--- src/rtl/ovl_fire_collector.sv ---
// Collects 3-bit OVL checker fire vectors, timestamps them, queues one record per
// firing on a valid/ready drain port, and keeps saturating per-type statistics.
module ovl_fire_collector #(
  parameter int NUM_CHK    = 4,
  parameter int TS_W       = 32,
  parameter int CNT_W      = 16,
  parameter int FIFO_DEPTH = 8
) (
  input  logic                          clock_i,
  input  logic                          reset_ni,
  input  logic                          enable_i,
  input  logic                          clear_i,
  input  logic [3*NUM_CHK-1:0]          fire_i,
  output logic                          evt_valid_o,
  input  logic                          evt_ready_i,
  output logic [$clog2(NUM_CHK)-1:0]    evt_id_o,
  output logic [2:0]                    evt_type_o,
  output logic [TS_W-1:0]               evt_ts_o,
  output logic [CNT_W-1:0]              fail_cnt_o,
  output logic [CNT_W-1:0]              xchk_cnt_o,
  output logic [CNT_W-1:0]              cover_cnt_o,
  output logic [CNT_W-1:0]              coal_cnt_o,
  output logic                          fail_seen_o,
  output logic [$clog2(FIFO_DEPTH):0]   fifo_level_o
);

  localparam int IDW   = $clog2(NUM_CHK);
  localparam int PW    = $clog2(FIFO_DEPTH);
  localparam int LW    = PW + 1;
  localparam int IW    = $clog2(NUM_CHK + 1);
  localparam int REC_W = IDW + 3 + TS_W;

  logic [TS_W-1:0]    ts_q;
  logic [NUM_CHK-1:0] pend_q, pend_d;
  logic [2:0]         ptype_q [NUM_CHK];
  logic [2:0]         ptype_d [NUM_CHK];
  logic [TS_W-1:0]    pts_q   [NUM_CHK];
  logic [TS_W-1:0]    pts_d   [NUM_CHK];
  logic [IDW-1:0]     rr_q, rr_d;
  logic [REC_W-1:0]   mem_q   [FIFO_DEPTH];
  logic [PW-1:0]      wr_q, rd_q;
  logic [LW-1:0]      level_q, level_d;
  logic [CNT_W-1:0]   fail_q, xchk_q, cover_q, coal_q;
  logic               fail_seen_q;

  logic [3*NUM_CHK-1:0] fire_c;
  logic                 pop, push, gnt_vld;
  logic [IDW-1:0]       gnt_idx;
  logic [IW-1:0]        fail_inc, xchk_inc, cover_inc, coal_inc;
  logic [REC_W-1:0]     push_rec, head;

  function automatic logic [CNT_W-1:0] sat_add(input logic [CNT_W-1:0] a,
                                                input logic [IW-1:0]    b);
    logic [CNT_W+IW-1:0] s;
    s = {{IW{1'b0}}, a} + {{CNT_W{1'b0}}, b};
    if (s > {{IW{1'b0}}, {CNT_W{1'b1}}}) return '1;
    return s[CNT_W-1:0];
  endfunction

  // An unknown fire bit takes the else branch in simulation, so X never opens a record.
  always_comb begin
    fire_c = '0;
    for (int b = 0; b < 3*NUM_CHK; b++) begin
      if (fire_i[b]) fire_c[b] = 1'b1;
      else           fire_c[b] = 1'b0;
    end
  end

  always_comb begin
    pop     = (level_q != '0) && evt_ready_i;
    gnt_vld = 1'b0;
    gnt_idx = '0;
    for (int k = 0; k < NUM_CHK; k++) begin
      if (!gnt_vld && pend_q[(int'(rr_q) + k) % NUM_CHK]) begin
        gnt_vld = 1'b1;
        gnt_idx = IDW'((int'(rr_q) + k) % NUM_CHK);
      end
    end
    push     = gnt_vld && ((level_q != LW'(FIFO_DEPTH)) || pop);
    push_rec = {gnt_idx, ptype_q[gnt_idx], pts_q[gnt_idx]};
    rr_d     = rr_q;
    if (push) rr_d = (gnt_idx == IDW'(NUM_CHK - 1)) ? '0 : gnt_idx + 1'b1;
    case ({push, pop})
      2'b10:   level_d = level_q + 1'b1;
      2'b01:   level_d = level_q - 1'b1;
      default: level_d = level_q;
    endcase
  end

  // A fire on the checker being granted this cycle starts a fresh record.
  always_comb begin
    pend_d    = pend_q;
    ptype_d   = ptype_q;
    pts_d     = pts_q;
    fail_inc  = '0;
    xchk_inc  = '0;
    cover_inc = '0;
    coal_inc  = '0;
    for (int i = 0; i < NUM_CHK; i++) begin
      if (enable_i && (fire_c[3*i +: 3] != 3'b000)) begin
        if (!pend_q[i] || (push && (gnt_idx == IDW'(i)))) begin
          pend_d[i]  = 1'b1;
          ptype_d[i] = fire_c[3*i +: 3];
          pts_d[i]   = ts_q;
        end else begin
          ptype_d[i] = ptype_q[i] | fire_c[3*i +: 3];
          coal_inc   = coal_inc + 1'b1;
        end
      end else if (push && (gnt_idx == IDW'(i))) begin
        pend_d[i] = 1'b0;
      end
      if (enable_i) begin
        fail_inc  = fail_inc  + IW'(fire_c[3*i]);
        xchk_inc  = xchk_inc  + IW'(fire_c[3*i+1]);
        cover_inc = cover_inc + IW'(fire_c[3*i+2]);
      end
    end
  end

  always_ff @(posedge clock_i or negedge reset_ni) begin
    if (!reset_ni) begin
      ts_q    <= '0;
      pend_q  <= '0;
      rr_q    <= '0;
      wr_q    <= '0;
      rd_q    <= '0;
      level_q <= '0;
      for (int i = 0; i < NUM_CHK; i++) begin
        ptype_q[i] <= '0;
        pts_q[i]   <= '0;
      end
      for (int j = 0; j < FIFO_DEPTH; j++) mem_q[j] <= '0;
    end else begin
      ts_q    <= ts_q + 1'b1;
      pend_q  <= pend_d;
      rr_q    <= rr_d;
      level_q <= level_d;
      for (int i = 0; i < NUM_CHK; i++) begin
        ptype_q[i] <= ptype_d[i];
        pts_q[i]   <= pts_d[i];
      end
      if (push) begin
        mem_q[wr_q] <= push_rec;
        wr_q        <= wr_q + 1'b1;
      end
      if (pop) rd_q <= rd_q + 1'b1;
    end
  end

  always_ff @(posedge clock_i or negedge reset_ni) begin
    if (!reset_ni) begin
      fail_q      <= '0;
      xchk_q      <= '0;
      cover_q     <= '0;
      coal_q      <= '0;
      fail_seen_q <= 1'b0;
    end else if (clear_i) begin
      fail_q      <= '0;
      xchk_q      <= '0;
      cover_q     <= '0;
      coal_q      <= '0;
      fail_seen_q <= 1'b0;
    end else begin
      fail_q      <= sat_add(fail_q, fail_inc);
      xchk_q      <= sat_add(xchk_q, xchk_inc);
      cover_q     <= sat_add(cover_q, cover_inc);
      coal_q      <= sat_add(coal_q, coal_inc);
      fail_seen_q <= fail_seen_q | (fail_inc != '0);
    end
  end

  // When empty, the slot behind the read pointer still holds the last popped record.
  assign head         = (level_q != '0) ? mem_q[rd_q] : mem_q[rd_q - 1'b1];
  assign evt_valid_o  = (level_q != '0);
  assign evt_id_o     = head[REC_W-1 -: IDW];
  assign evt_type_o   = head[TS_W +: 3];
  assign evt_ts_o     = head[TS_W-1:0];
  assign fail_cnt_o   = fail_q;
  assign xchk_cnt_o   = xchk_q;
  assign cover_cnt_o  = cover_q;
  assign coal_cnt_o   = coal_q;
  assign fail_seen_o  = fail_seen_q;
  assign fifo_level_o = level_q;

endmodule

--- config.mk ---
export PLATFORM = sky130hd
export DESIGN_NAME = ovl_fire_collector
export DESIGN_NICKNAME = d
export VERILOG_FILES = /design/src/rtl/ovl_fire_collector.sv
export SDC_FILE = /design/constraint.sdc
export NUM_CORES = 1
export LEC_CHECK = 0
export ABC_AREA = 1
export CAP_MARGIN = 20
export CORE_MARGIN = 2
export CORE_UTILIZATION = 62
export CTS_CLUSTER_DIAMETER = 150
export CTS_CLUSTER_SIZE = 40
export DETAILED_ROUTE_END_ITERATION = 8
export GPL_ROUTABILITY_DRIVEN = 0
export HOLD_SLACK_MARGIN = 0.06
export MAX_ROUTING_LAYER = met4
export PLACE_DENSITY_LB_ADDON = 0.15
export SLEW_MARGIN = 0
export SYNTH_ARGS = -nofsm -noshare
export SYNTH_HDL_FRONTEND = slang
export SYNTH_SLANG_ARGS = --single-unit
export TNS_END_PERCENT = 5
--- constraint.sdc ---
create_clock -name clock_i -period 9.2 [get_ports clock_i]
set_clock_uncertainty 0.1 [all_clocks]
set_input_delay 1.84 -clock clock_i [delete_from_list [all_inputs] [get_ports clock_i]]
set_output_delay 1.84 -clock clock_i [all_outputs]
set_load 0.05 [all_outputs]
# Word-level counts from Yosys, hierarchy flattened
# Cells that the tools add are included.
[classes] add_sub_neg=26 n_lt_le_gt_ge=13 eq_ne=10 mux=106 n_bitwise=12 n_reduce_logical=49
[ops] cell="$bwmux 296" n=1
[ops] cell="$bmux 37 s3" n=2
[ops] cell="$mux 37" n=6
[ops] cell="$mux 16" n=12
[ops] cell="$demux 37 s3" n=1
[ops] cell="$add 16x3->17" n=4
[ops] cell="$gt 17x16->1 const B" n=4
[ops] cell="$bmux 32 s2" n=1
[ops] cell="$mux 32" n=2
[ops] cell="$mux 3" n=21
[ops] cell="$mux 1" n=49
[ops] cell="$add 32x1->32 const B" n=1
[ops] cell="$add 3x1->3" n=9
[ops] cell="$reduce_and 2->1" n=8
[ops] cell="$add 3x1->3 const B" n=5
[ops] cell="$reduce_bool 3->1" n=5
[ops] cell="$logic_and 1x1->1" n=14
[ops] cell="$ge 4x4->1 const B" n=3
[ops] cell="$lt 3x4->1 const B" n=3
[ops] cell="$not 3->4" n=3
[ops] cell="$or 3x3->3" n=4
[ops] cell="$mux 2" n=5
[ops] cell="$reduce_bool 2->1" n=5
[ops] cell="$bmux 1 s2" n=4
[ops] cell="other kinds (22)" n=44
[word_totals] reg_bits=549 inputBits=17

# Logic depth before layout (Yosys ltp)
[depth] word_depth=34 mapped_depth=39 ltp_nobuf=37

# Worst setup path after synthesis
# No wires, ideal clock.
[synth_timing] path_type="in2reg" startpoint="input evt_ready_i" endpoint="register coal_q[13], in the netlist coal_cnt_o[13]" setup_ns=0.078 arrival_ns=5.599 required_ns=9.022 setup_slack_ns=3.423 cell_stages=29 cell_sequence="inv_1 nand4_1 nand2_2 inv_4 nand2_2 o21ai_2 inv_1 ha_1 nand2_1 nand2_1 ha_1 inv_1 nand4_1 and2_1 ha_1 nand4_1 nand2_1 inv_1 nor2_1 ha_1 nand2_1 a21oi_1 nand2_1 nor2_1 nand4_1 nor3_1 nand4_1 clkbuf_1 a21oi_1"
[synth_between] elab_chain_len=22 word_cells_on_any_way=28
[synth_lines] element="start: declaration" line_no="15" text="input logic evt_ready_i,"
[synth_lines] element="$logic_and 1x1->1 *" line_no="70" text="pop = (level_q != '0) && evt_ready_i;"
[synth_lines] element="$logic_or 1x1->1 *" line_no="79" text="push = gnt_vld && ((level_q != LW'(FIFO_DEPTH)) || pop);"
[synth_lines] element="$logic_and 1x1->1 *" line_no="79"
[synth_lines] element="$logic_and 1x1->1" line_no="101" text="if (!pend_q[i] || (push && (gnt_idx == IDW'(i)))) begin"
[synth_lines] element="$logic_or 1x1->1" line_no="101"
[synth_lines] element="$mux 1" line_no="101"
[synth_lines] element="$mux 1" line_no="100" text="if (enable_i && (fire_c[3*i +: 3] != 3'b000)) begin"
[synth_lines] element="$add 3x1->3" line_no="107" text="coal_inc = coal_inc + 1'b1;"
[synth_lines] element="[6 not listed]"
[synth_lines] element="$mux 3" line_no="101"
[synth_lines] element="$mux 3 *" line_no="100"
[synth_lines] element="$add 16x3->17 *" line_no="55" text="s = {{IW{1'b0}}, a} + {{CNT_W{1'b0}}, b};"
[synth_lines] element="$gt 17x16->1" line_no="56" text="if (s > {{IW{1'b0}}, {CNT_W{1'b1}}}) return '1;"
[synth_lines] element="$mux 1" line_no="56"
[synth_lines] element="$mux 1" line_no="157" text="end else if (clear_i) begin"
[synth_lines] element="$mux 16 *" line_no="57" text="return s[CNT_W-1:0];"
[synth_lines] element="$mux 16 *" line_no="157"
[synth_lines] element="end signal: assignment" line_no="167" text="coal_q <= sat_add(coal_q, coal_inc);"
[synth_lines] element="end: declaration" line_no="43" text="logic [CNT_W-1:0] fail_q, xchk_q, cover_q, coal_q;"
# Mark *: on every way between the ends. The rest lies on a longest branch, timed or not. The select of a mux whose other input is x is not followed.
# A chain may end at the register's enable or synchronous reset.

# Worst setup path after layout
[layout_timing] startpoint="register rd_q[0]" endpoint="output evt_ts_o[10]"
[layout_between] elab_chain_len=6 word_cells_on_any_way=10
[layout_lines] element="start: declaration" line_no="41" text="logic [PW-1:0] wr_q, rd_q;"
[layout_lines] element="start signal: assignment" line_no="146" text="if (pop) rd_q <= rd_q + 1'b1;"
[layout_lines] element="$sub 3x1->3" line_no="173" text="assign head = (level_q != '0) ? mem_q[rd_q] : mem_q[rd_q - 1'b1];"
[layout_lines] element="$not 3->4 (implied by the code)" line_no="173"
[layout_lines] element="$bmux 37 s3" line_no="173"
[layout_lines] element="$mux 37 (implied by the code) (2 in a row)" line_no="173"
[layout_lines] element="$mux 37 *" line_no="173"
[layout_lines] element="end: declaration" line_no="18" text="output logic [TS_W-1:0] evt_ts_o,"
# Marked as above.

==> results.py <==
metrics = {
    "floorplan": {
        "fp.coreArea_mm2": 0.0466,
        "fp.dieArea_mm2": 0.0490,
        "die_height_um": 221,
        "ioPinCount": 124,
        "placement_rows": 79,
        "die-width_um": 221,
        "start_util": 0.629,
    },
    "sta": {
        "slew_violations": 0,
        "grt_setup_unrepaired": "false",
        "finalCritPeriodShare": 0.797,
        "period_needed_ns": 7.33,
        "setup_violations": 0,
        "maxSlewHeadroom": 0.217,
        "max_slew.worst_pin.slew_ns": 1.17,
        "hold_violations": 0,
        "fmax_mhz": 136,
        "fin_ws_ns": 1.87,
        "setup_tns_ns": 0,
    },
    "logic_synthesis": {
        "post_synth_num_cell_types": 45,
        "synth_async_sr_flop_share": 1.00,
        "postSynth.topFlopCell": "dfrtp_1",
        "mappedNetlistNets": 3965,
        "synth_area_per_cell_um2": 7.50,
        "synth_enable_flop_cells": 0,
        "post-synth-top-area-cell": "dfrtp_1",
        "netlist_instances": 3905,
        "netlist_area_mm2": 0.0293,
        "post_synth_main_area_contributors": "dfrtp_1 (47%), nand2_1 (17%), o21ai_0 (8.6%), a21oi_1 (4.8%), inv_1 (3.8%)",
        "yosys_register_bits": 549,
        "synth_sequential_area_ratio": 0.469,
        "yosysTopAreaCellShare": 0.469,
        "yosysWarnings": 0,
    },
    "routing": {
        "detail_route.first_pass.iterations": 6,
        "wl_per_cell_um": 18.4,
        "ant_nets": 0,
        "num_vias": 26200,
        "detail_route.vias_per_cell": 5.88,
        "detail_route.wirelength_mm": 81.6,
        "drc": 0,
        "drt_first_iter_violations": 3102,
    },
    "global_route": {
        "grt_pass1_wl_mm": 131,
        "antenna_violations_before_repair": 0,
        "overflow": 0,
        "pin_count_of_the_biggest_net_entering_global_routing": 169,
        "grt_usage": 0.341,
        "number_of_global_route_vias_before_repair": 24600,
    },
    "worst_setup_path": {
        "cp.required_ns": 7.26,
        "capturing_element_type_of_the_critical_path": "output pin",
        "ff2ff_setup_slack_ns": 2.77,
        "data_arrival_critical_path_ns": 5.39,
        "worst-setup-path-type": "register to output pin",
        "critPathMaxFanout": 160,
        "start_kind": "register",
    },
    "run": {
        "maxCapViolCount": 0,
    },
    "cts": {
        "hold_buffers": 0,
        "clock-sinks": 549,
        "cts_root_buffer": "clkbuf_16",
        "postCtsResizedCells": 0,
        "clk_pin_slew_worst_paths_ns": 0.15,
        "htree_num_levels": 1,
        "cts_tree": "built",
        "cts_made_buffers": 17,
        "postCtsSetupBuffers": 0,
        "clockBufferDepth": 3,
        "clk_latency_ns": 0.60,
    },
    "placed_design": {
        "hpwlAfterDp_mm": 45.3,
        "worst_setup_slack_before_clock_tree_synthesis_ns": 1.79,
        "buffer_ports.inserted": 123,
    },
    "cells_and_area": {
        "layout-area-overhead-vs-synth_pct": 5.72,
        "finish.utilization": 0.665,
        "drive_above_1_share": 0.0383,
        "filler_cell_count": 4099,
        "final_cell_mix": "nand2_1 (1,320), dfrtp_1 (547), o21ai_0 (505)",
        "num-nets-final": 3896,
        "insertedDiodeCount": 0,
        "layout.cells.most_common": "nand2_1",
    },
    "min_path": {
        "hold_class": "register to register",
    },
    "status": {
        "result_of_the_run": "completed",
    },
}
==> synthesized netlist by cell type, types with 2 or more instances <==
| library cell | n |
|---|---|
| a21oi_1 | 283 |
| a31oi_1 | 5 |
| and2_1 | 2 |
| buf_1 | 23 |
| buf_2 | 37 |
| buf_4 | 15 |
| buf_6 | 11 |
| clkbuf_1 | 156 |
| dfrtp_1 | 549 |
| fa_1 | 5 |
| ha_1 | 38 |
| inv_1 | 296 |
| inv_2 | 17 |
| inv_4 | 2 |
| nand2_1 | 1322 |
| nand2_2 | 8 |
| nand3_1 | 165 |
| nand3_2 | 6 |
| nand3b_1 | 2 |
| nand4_1 | 15 |
| nor2_1 | 165 |
| nor2_2 | 4 |
| nor2_4 | 5 |
| nor3_1 | 23 |
| nor4_1 | 6 |
| o21ai_0 | 505 |
| o21ai_1 | 67 |
| o21ai_2 | 35 |
| o221ai_1 | 37 |
| o31ai_1 | 2 |
| or2_2 | 4 |
| xnor2_1 | 20 |
| xor2_1 | 63 |
==> final timing paths <==
check | cells after the start | from | endpoint
setup / recovery | 10 | rd_q[0] | evt_ts_o[10]
hold / removal | 1 | ts_q[16] | ts_q[16]
setup reg to reg | 35 | rr_q[0] | coal_cnt_o[10]
hold reg to reg | 1 | ts_q[16] | ts_q[16]
max in group asynchronous | 2 | reset_ni | mem_q[197]
min in group asynchronous | 1 | reset_ni | fail_cnt_o[11]
==> layer usage <==
layer  vias up  routed length, um  GRT usage
met2      1125              37500      0.535
met3       208               7140     0.0368
met1     12400              34100      0.466
met5         -                  0          -
li1      12500                  -          -
met4         0               2810      0.119
==> cells by family (layout without fill, tap and decap cells) <==
family,after synthesis,after routing,synth area share
AO/OA/AOI/OAI,941,941,0.171
XOR/XNOR,83,83,0.0248
adder cells (fa/ha/maj),43,43,0.0197
buffers and inverters,558,491,0.0781
flip-flops,549,549,0.469
AND/OR/NAND/NOR,1731,1731,0.237
==> state kept, by name, indices dropped and copies added (netlist names) <==
| register | cells |
|---|---|
| pts_q | 128 |
| fifo_level_o | 4 |
| fail_seen_o | 1 |
| ptype_q | 12 |
| coal_cnt_o | 16 |
| mem_q | 296 |
| fail_cnt_o | 16 |
| xchk_cnt_o | 16 |
| rr_q | 2 |
| cover_cnt_o | 16 |
| rd_q | 3 |
| wr_q | 3 |
| ts_q | 32 |
| pend_q | 4 |
==> worst max-delay path, stage by stage (launching register included) <==
cell	delay [ns]
dfrtp_4	1.00
inv_8	0.42
ha_4	0.77
inv_2	0.47
buf_4	0.47
a21oi_1	0.18
o21ai_0	0.11
nand3_1	0.13
nand3_1	0.09
nand2_1	0.17
clkdlybuf4s50_1	0.82
==> metrics by stage <==
step	cell area (um2)	cells	hold slack [ns]
2_1_floorplan	29300	3905	0.342
3_3_place_gp	30500	4424	0.355
3_5_place_dp	30500	4424	0.361
4_1_cts	30900	4445	0.383
5_1_grt	30900	4445	0.404
6_report	30900	4445	0.382
==> cell type report <==
type | instances | area [um2] | area share
flip-flops and latches | 549 | 13700 | 0.444
multi-input cells | 2798 | 13300 | 0.430
repair buffers | 154 | 1490 | 0.0481
inverters | 316 | 1200 | 0.0387
well taps | 607 | 759 | 0.0245
clock buffers | 19 | 433 | 0.0140
clock inverters | 2 | 25.0 | 0.000809
Power is not shown: default switching activity piles up to over one toggle a cycle in this logic, so the estimate is an artifact.
